File: config.mk
export PLATFORM = sky130hd
export DESIGN_NAME = trap_ctrl
export DESIGN_NICKNAME = d
export VERILOG_FILES = /design/src/rtl/trap_ctrl.sv
export SDC_FILE = /design/constraint.sdc
export NUM_CORES = 1
export LEC_CHECK = 0
export BUFFER_PORTS_ARGS = -buffer_cell sky130_fd_sc_hd__buf_2
export CORE_MARGIN = 10
export CORE_UTILIZATION = 40
export DETAILED_ROUTE_END_ITERATION = 10
export GPL_ROUTABILITY_DRIVEN = 0
export HOLD_SLACK_MARGIN = 0.02
export PLACE_DENSITY = 0.61
export SKIP_LAST_GASP = 1
export SLEW_MARGIN = 20
export SYNTH_ARGS = -nofsm -noshare
export SYNTH_HDL_FRONTEND = slang
export SYNTH_SLANG_ARGS = --single-unit
File: constraint.sdc
create_clock -name clk -period 25.7 [get_ports clk]
set_input_delay 2.57 -clock clk [delete_from_list [all_inputs] [get_ports clk]]
set_output_delay 2.57 -clock clk [all_outputs]
set_load 0.1 [all_outputs]
File: src/rtl/trap_ctrl.sv
// trap_ctrl: machine-mode trap/CSR responder for the scpu datapath.
// Holds the M-mode trap CSRs. It captures trap state when an exception commits
// at MEM. It sequences a fixed-length flush before redirecting the PC either to
// mtvec (trap) or to mepc (mret).
module trap_ctrl #(
    parameter int unsigned FLUSH_CYCLES = 3,
    parameter logic [63:0] MTVEC_RESET  = 64'h0
) (
    input  logic        clk,
    input  logic        rst,
    input  logic        exc_valid,
    input  logic [63:0] exc_cause,
    input  logic [31:0] exc_pc,
    input  logic [63:0] exc_tval,
    input  logic        mret_valid,
    input  logic        csr_we,
    input  logic [1:0]  csr_op,
    input  logic [11:0] csr_addr,
    input  logic [63:0] csr_wdata,
    output logic [63:0] csr_rdata,
    output logic [63:0] mtvec_data,
    output logic [63:0] mepc_data,
    output logic        set_pc_to_mepc,
    output logic        trap_redirect,
    output logic        flush,
    output logic        busy,
    output logic        mstatus_mie
);

    localparam logic [11:0] A_MSTATUS  = 12'h300;
    localparam logic [11:0] A_MTVEC    = 12'h305;
    localparam logic [11:0] A_MSCRATCH = 12'h340;
    localparam logic [11:0] A_MEPC     = 12'h341;
    localparam logic [11:0] A_MCAUSE   = 12'h342;
    localparam logic [11:0] A_MTVAL    = 12'h343;

    // The drain counter is loaded with FLUSH_CYCLES-1 so the redirect lands on
    // the last flush cycle.
    localparam logic [3:0]  CNT_INIT   = 4'(FLUSH_CYCLES - 1);
    localparam logic [63:0] ALIGN_MASK = ~64'h3;

    typedef enum logic [1:0] {
        S_IDLE,
        S_TRAP_DRAIN,
        S_MRET_DRAIN
    } state_t;

    state_t      r_state, w_state_nxt;
    logic [3:0]  r_cnt, w_cnt_nxt;

    logic        r_mie, r_mpie;
    logic [63:0] r_mtvec, r_mscratch, r_mepc, r_mcause, r_mtval;

    logic        w_idle, w_exc_acc, w_mret_acc, w_csr_wr;
    logic [63:0] w_csr_old, w_csr_new;

    // Apply a CSR instruction's operation to the current register value.
    function automatic logic [63:0] csr_apply(input logic [1:0]  op,
                                              input logic [63:0] old_v,
                                              input logic [63:0] wdata);
        case (op)
            2'b01:   csr_apply = wdata;
            2'b10:   csr_apply = old_v | wdata;
            2'b11:   csr_apply = old_v & ~wdata;
            default: csr_apply = old_v;
        endcase
    endfunction

    assign w_idle     = (r_state == S_IDLE);
    assign w_exc_acc  = w_idle && exc_valid;
    assign w_mret_acc = w_idle && mret_valid && !exc_valid;
    assign w_csr_wr   = w_idle && csr_we && (csr_op != 2'b00);

    // Combinational CSR read of the pre-write value; MPP always reads as M-mode.
    always_comb begin
        w_csr_old = 64'h0;
        case (csr_addr)
            A_MSTATUS:  w_csr_old = {51'b0, 2'b11, 3'b0, r_mpie, 3'b0, r_mie, 3'b0};
            A_MTVEC:    w_csr_old = r_mtvec;
            A_MSCRATCH: w_csr_old = r_mscratch;
            A_MEPC:     w_csr_old = r_mepc;
            A_MCAUSE:   w_csr_old = r_mcause;
            A_MTVAL:    w_csr_old = r_mtval;
            default:    w_csr_old = 64'h0;
        endcase
    end

    assign w_csr_new   = csr_apply(csr_op, w_csr_old, csr_wdata);
    assign csr_rdata   = w_csr_old;
    assign mtvec_data  = r_mtvec;
    assign mepc_data   = r_mepc;
    assign mstatus_mie = r_mie;

    // FSM state and drain counter register.
    always_ff @(posedge clk or posedge rst) begin
        if (rst) begin
            r_state <= S_IDLE;
            r_cnt   <= 4'd0;
        end else begin
            r_state <= w_state_nxt;
            r_cnt   <= w_cnt_nxt;
        end
    end

    // Next-state logic; flush/busy/pulses decode from the registered state only.
    always_comb begin
        w_state_nxt    = r_state;
        w_cnt_nxt      = r_cnt;
        flush          = 1'b0;
        busy           = 1'b0;
        trap_redirect  = 1'b0;
        set_pc_to_mepc = 1'b0;
        case (r_state)
            S_IDLE: begin
                if (exc_valid) begin
                    w_state_nxt = S_TRAP_DRAIN;
                    w_cnt_nxt   = CNT_INIT;
                end else if (mret_valid) begin
                    w_state_nxt = S_MRET_DRAIN;
                    w_cnt_nxt   = CNT_INIT;
                end
            end
            S_TRAP_DRAIN, S_MRET_DRAIN: begin
                flush = 1'b1;
                busy  = 1'b1;
                if (r_cnt == 4'd0) begin
                    trap_redirect  = (r_state == S_TRAP_DRAIN);
                    set_pc_to_mepc = (r_state == S_MRET_DRAIN);
                    w_state_nxt    = S_IDLE;
                end else begin
                    w_cnt_nxt = r_cnt - 4'd1;
                end
            end
            default: w_state_nxt = S_IDLE;
        endcase
    end

    // CSR storage. The CSR write comes first. A trap capture or an mret
    // update then overrides it for the registers they own.
    always_ff @(posedge clk or posedge rst) begin
        if (rst) begin
            r_mie      <= 1'b0;
            r_mpie     <= 1'b0;
            r_mtvec    <= MTVEC_RESET;
            r_mscratch <= 64'h0;
            r_mepc     <= 64'h0;
            r_mcause   <= 64'h0;
            r_mtval    <= 64'h0;
        end else begin
            if (w_csr_wr) begin
                case (csr_addr)
                    A_MSTATUS: begin
                        r_mie  <= w_csr_new[3];
                        r_mpie <= w_csr_new[7];
                    end
                    A_MTVEC:    r_mtvec    <= w_csr_new & ALIGN_MASK;
                    A_MSCRATCH: r_mscratch <= w_csr_new;
                    A_MEPC:     r_mepc     <= w_csr_new & ALIGN_MASK;
                    A_MCAUSE:   r_mcause   <= w_csr_new;
                    A_MTVAL:    r_mtval    <= w_csr_new;
                    default:    ;
                endcase
            end
            if (w_exc_acc) begin
                r_mepc   <= {32'b0, exc_pc} & ALIGN_MASK;
                r_mcause <= exc_cause;
                r_mtval  <= exc_tval;
                r_mpie   <= r_mie;
                r_mie    <= 1'b0;
            end else if (w_mret_acc) begin
                r_mie  <= r_mpie;
                r_mpie <= 1'b1;
            end
        end
    end

endmodule

After elaboration in Yosys (flattened, before gate mapping)
Index checks and enable logic that the tools add are counted.
{"block": "classes", "reduce_logical": 25, "n_mul": 0, "muxes": 32, "div": 0, "magnitude_cmp": 0, "n_eq_ne": 14, "n_addsub": 1, "bitwise_logic": 3, "n_shift": 0}
{"cell": "$mux 64", "count": 9}
{"cell": "$pmux 64 s6", "count": 1}
{"cell": "$pmux 64 s3", "count": 1}
{"cell": "$eq 12x10->1 const B", "count": 6}
{"cell": "$and 64x64->64", "count": 1}
{"cell": "$not 64->64", "count": 1}
{"cell": "$or 64x64->64", "count": 1}
{"cell": "$reduce_and 2->1", "count": 7}
{"cell": "$mux 1", "count": 13}
{"cell": "$mux 4", "count": 3}
{"cell": "$reduce_bool 2->1", "count": 6}
{"cell": "$pmux 4 s2", "count": 1}
{"cell": "$eq 2x2->1 const B", "count": 3}
{"cell": "$mux 2", "count": 3}
{"cell": "$reduce_bool 3->1", "count": 2}
{"cell": "$logic_and 1x1->1", "count": 5}
{"cell": "$eq 2x1->1 const B", "count": 2}
{"cell": "$logic_not 4->1", "count": 1}
{"cell": "$ne 2x2->1 const B", "count": 2}
{"cell": "$pmux 2 s2", "count": 1}
{"cell": "$sub 4x1->4 const B", "count": 1}
{"cell": "$ne 3x3->1 const B", "count": 1}
{"cell": "$reduce_and 3->1", "count": 1}
{"cell": "$logic_not 2->1", "count": 1}
{"cell": "2 further kinds", "count": 2}
{"block": "totals", "latchBits": 0, "regBits": 326, "mem_bits_rw": 0, "word_cells": 84, "mem_count": 0, "romBits": 0, "out_inout_bits": 197}

Depth between registers and ports, before layout
{"block": "depth", "word_depth": 8, "depth_mapped": 11, "mapped_depth_nobuf": 7}

Worst setup path before layout
Ideal clock, no wire load.
{"block": "synth_timing", "path_kind": "input to output", "start": "in csr_addr[7]", "end": "out csr_rdata[46]", "n_path_buf": 2, "stages": 5, "arrival_time_ns": 5.569, "setup_slack_ns": 17.561, "path_cell_list": "nor4_1 > buf_2 > nand3_4 > clkbuf_1 > o21ai_0"}
{"block": "synth_via", "elab_chain_cells": 2, "elab_cells_between_ends": 7, "cone_classes": "6 x eq/ne; 1 x mux"}
{"element": "from (decl)", "line": "18", "rtl": "input logic [11:0] csr_addr,"}
{"element": "$eq 12x10->1", "line": "77", "rtl": "case (csr_addr)"}
{"element": "$pmux 64 s6 (*)", "line": "77"}
{"element": "to (decl)", "line": "20", "rtl": "output logic [63:0] csr_rdata,"}
Every way passes the cells marked *; elsewhere a longest branch is shown, timed or not.

Worst setup path after layout
{"block": "layout_timing", "start": "in csr_addr[7]", "end": "out csr_rdata[62]"}
The elaborated chain is that of the path after synthesis.

==> results.ini <==
[worst_setup_path]
cp-end-kind = output pin
crit_slowest_cell = buf_4
crit_arrival_ns = 6.02
required_ns = 23.13
slowest_delay_ns = 0.76
critPathBufInv = 4
crit_fanout = 58
cp_top_family = buffers and inverters
path_cells = buf_2 -> nor4_2 -> buf_4 -> buf_4 -> nand3_4 -> nor2_1 -> or2_2 -> buf_2
cp-start-kind = input pin
crit_type = in -> out

[clock_tree]
h-tree-depth = 2
cts_resized = 0
cts_setup_buffers = 0
cts_tree = done
numCtsBuffers = 41
cts_root_buf = clkbuf_16
clkSinkCount = 324
path_clk_slew_ns = 0.06
clockBufferDepth = 3
insertion_delay_ns = 0.57
hold_buffers = 0

[sta]
finalMaxSlewViolations = 0
min_period_ns = 8.59
setup_tns_ns = 0
max_freq_mhz = 116
fin_ws_ns = 17.11
hold_ws_ns = 0.474
rsz0062_at_grt = no
tightestPinTransition_ns = 1.12
setup_viol = 0
final_hold_viol_count = 0
finalCritPeriodShare_pct = 33.4
relSlewSlack_pct = 25.6
clock_skew_ns = 0.00989

[yosys]
ys_ff_latch = 324
yosys.area.top_type_share_pct = 39.9
ys_top_cells_by_area = dfrtp_1, o21ai_0, nand2_1, a21oi_1, nor2_1
yosysTopAreaCell = dfrtp_1
ys_seq_area_share_pct = 39.9
synthFlopType = dfrtp_1
async_flop_share_pct = 100
synth.area.mux_share_pct = 5.67
syn_avg_cell_area_um2 = 8.29
synth_compound_area_share_pct = 25.9
synth_simple_gate_area_share_pct = 20.7
synth_edf_count = 0
synth_cells = 2448
synth_top_family_by_area = compound AO/OA/AOI/OAI gates
syn_area_um2 = 20300
synth-xor-area-share_pct = 2.07
yosysMostFrequentCell = nand2_1
synthTopCellsByCount = nand2_1, dfrtp_1, o21ai_0, a21oi_1, nor2_1
synth_cell_types = 83
synthAdderAreaFrac_pct = 0.247
yosysWarnings = 0

[finish]
ff_latch_area_um2 = 8110
drive_gt1_share_pct = 23.4
multi_input_area_um2 = 11200
num-nets-final = 2984
fin_util_pct = 48.1
area_growth_syn_to_layout_pct = 18.8
fillers = 4900
finalInstanceArea_um2 = 24100
stdcell_count = 3446

[floorplanning]
row_count = 82
start_util_pct = 40.5
die_w_um = 245
die_h_um = 245
die_area_um2 = 60200
core_um2 = 50200
pin_count = 440

[routing]
route.vias.total = 21400
drc = 0
drt_wl_total_mm = 90.5
viasPerCell = 6.22
drtIter0Drc = 2286
avgRoutedWirePerCell_um = 26.3
first_pass_iters = 8
postRouteAntennaNets = 0

[placement]
post-place-ws_ns = 17.19
portBuffers = 433
placed_cell_area_um2 = 22700
dpl.hpwl_mm = 57.7
dp_cells = 3366

[global_route]
grt_pass1_wl_mm = 134
first_global_vias = 21400
grt_max_degree = 138
antenna_found_initial = 9
gr-total-overflow = 0
grtUsageTotal_pct = 28.9

[flow_run]
maxCapViolCount = 0

[power_and_ir_drop]
power_density_nw_per_um2 = 83.1
ir_worst_vdd_uv = 47.5
p_total_mw = 2.00
p_leak_nw = 10.7

[status]
status = complete, no violations

[worst_hold_path]
hp-class = reg -> reg

[kinds of logic (layout without fill, tap and decap cells)]
group,Yosys count,in the layout
buffers and inverters,247,561
multiplexers,91,91
XOR/XNOR,48,48
flip-flops,324,324
AND/OR/NAND/NOR,878,878
adder cells (fa/ha/maj),4,4
AO/OA/AOI/OAI,855,855
other,1,13
[area by class of cell]
class	instances	share of cell area [%]
inverter	18	0.311
multi-input combinational	1880	46.5
sequential	324	33.6
antenna	9	0.0934
clock inverter	12	0.705
tap	672	3.49
clock buffer	59	4.95
timing repair buffer	472	10.3
[state kept, by name, indices dropped and copies added (netlist names)]
signal	flops
r_cnt	4
r_mpie	1
mstatus_mie	1
mtvec_data	62
r_state	2
r_mtval	64
r_mcause	64
mepc_data	62
r_mscratch	64
[tightest hold or removal path: stages (launching register included)]
cell	delay [ns]
dfrtp_1	0.33
nand2_1	0.04
o21ai_0	0.06
[power breakdown]
part	switching (mW)	total (mW)	internal (mW)
Combinational	0.487	0.688	0.201
Clock	0.237	0.599	0.362
Sequential	0.0804	0.717	0.637
[metal layers]
| metal | part of all wire, % | wire length [µm] | up-vias | GRT usage (%) |
|---|---|---|---|---|
| li1 | - | - | 9487 | - |
| met1 | 40 | 36600 | 10600 | 37.0 |
| met2 | 47 | 42800 | 1174 | 47.4 |
| met3 | 9.4 | 8470 | 175 | 6.05 |
| met4 | 2.9 | 2660 | 2 | 10.4 |
| met5 | 0.020 | 18 | - | 0 |
[placed cells by master, fill, tap and decap left out, drive strengths merged, types with 43 or more instances in the layout]
master / n
nand2: 351
dfrtp: 324
and3: 57
o211ai: 45
buf: 472
mux2i: 43
nand3: 129
clkbuf: 59
nor2: 172
o21ai: 291
a21oi: 231
[final timing paths]
kind / from / endpoint / slack (ns) / depth (start not counted)
setup / recovery: csr_addr[7] / csr_rdata[62] / 17.11 / 8
hold / removal: r_mscratch[24] / r_mscratch[24] / 0.47 / 2
setup reg to reg: r_state[0] / r_mcause[62] / 21.81 / 8
hold reg to reg: r_mscratch[24] / r_mscratch[24] / 0.47 / 2
max in group asynchronous: rst / r_mcause[57] / 22.00 / 3
min in group asynchronous: rst / mepc_data[7] / 2.19 / 2
(Power assumes the default switching activity.)
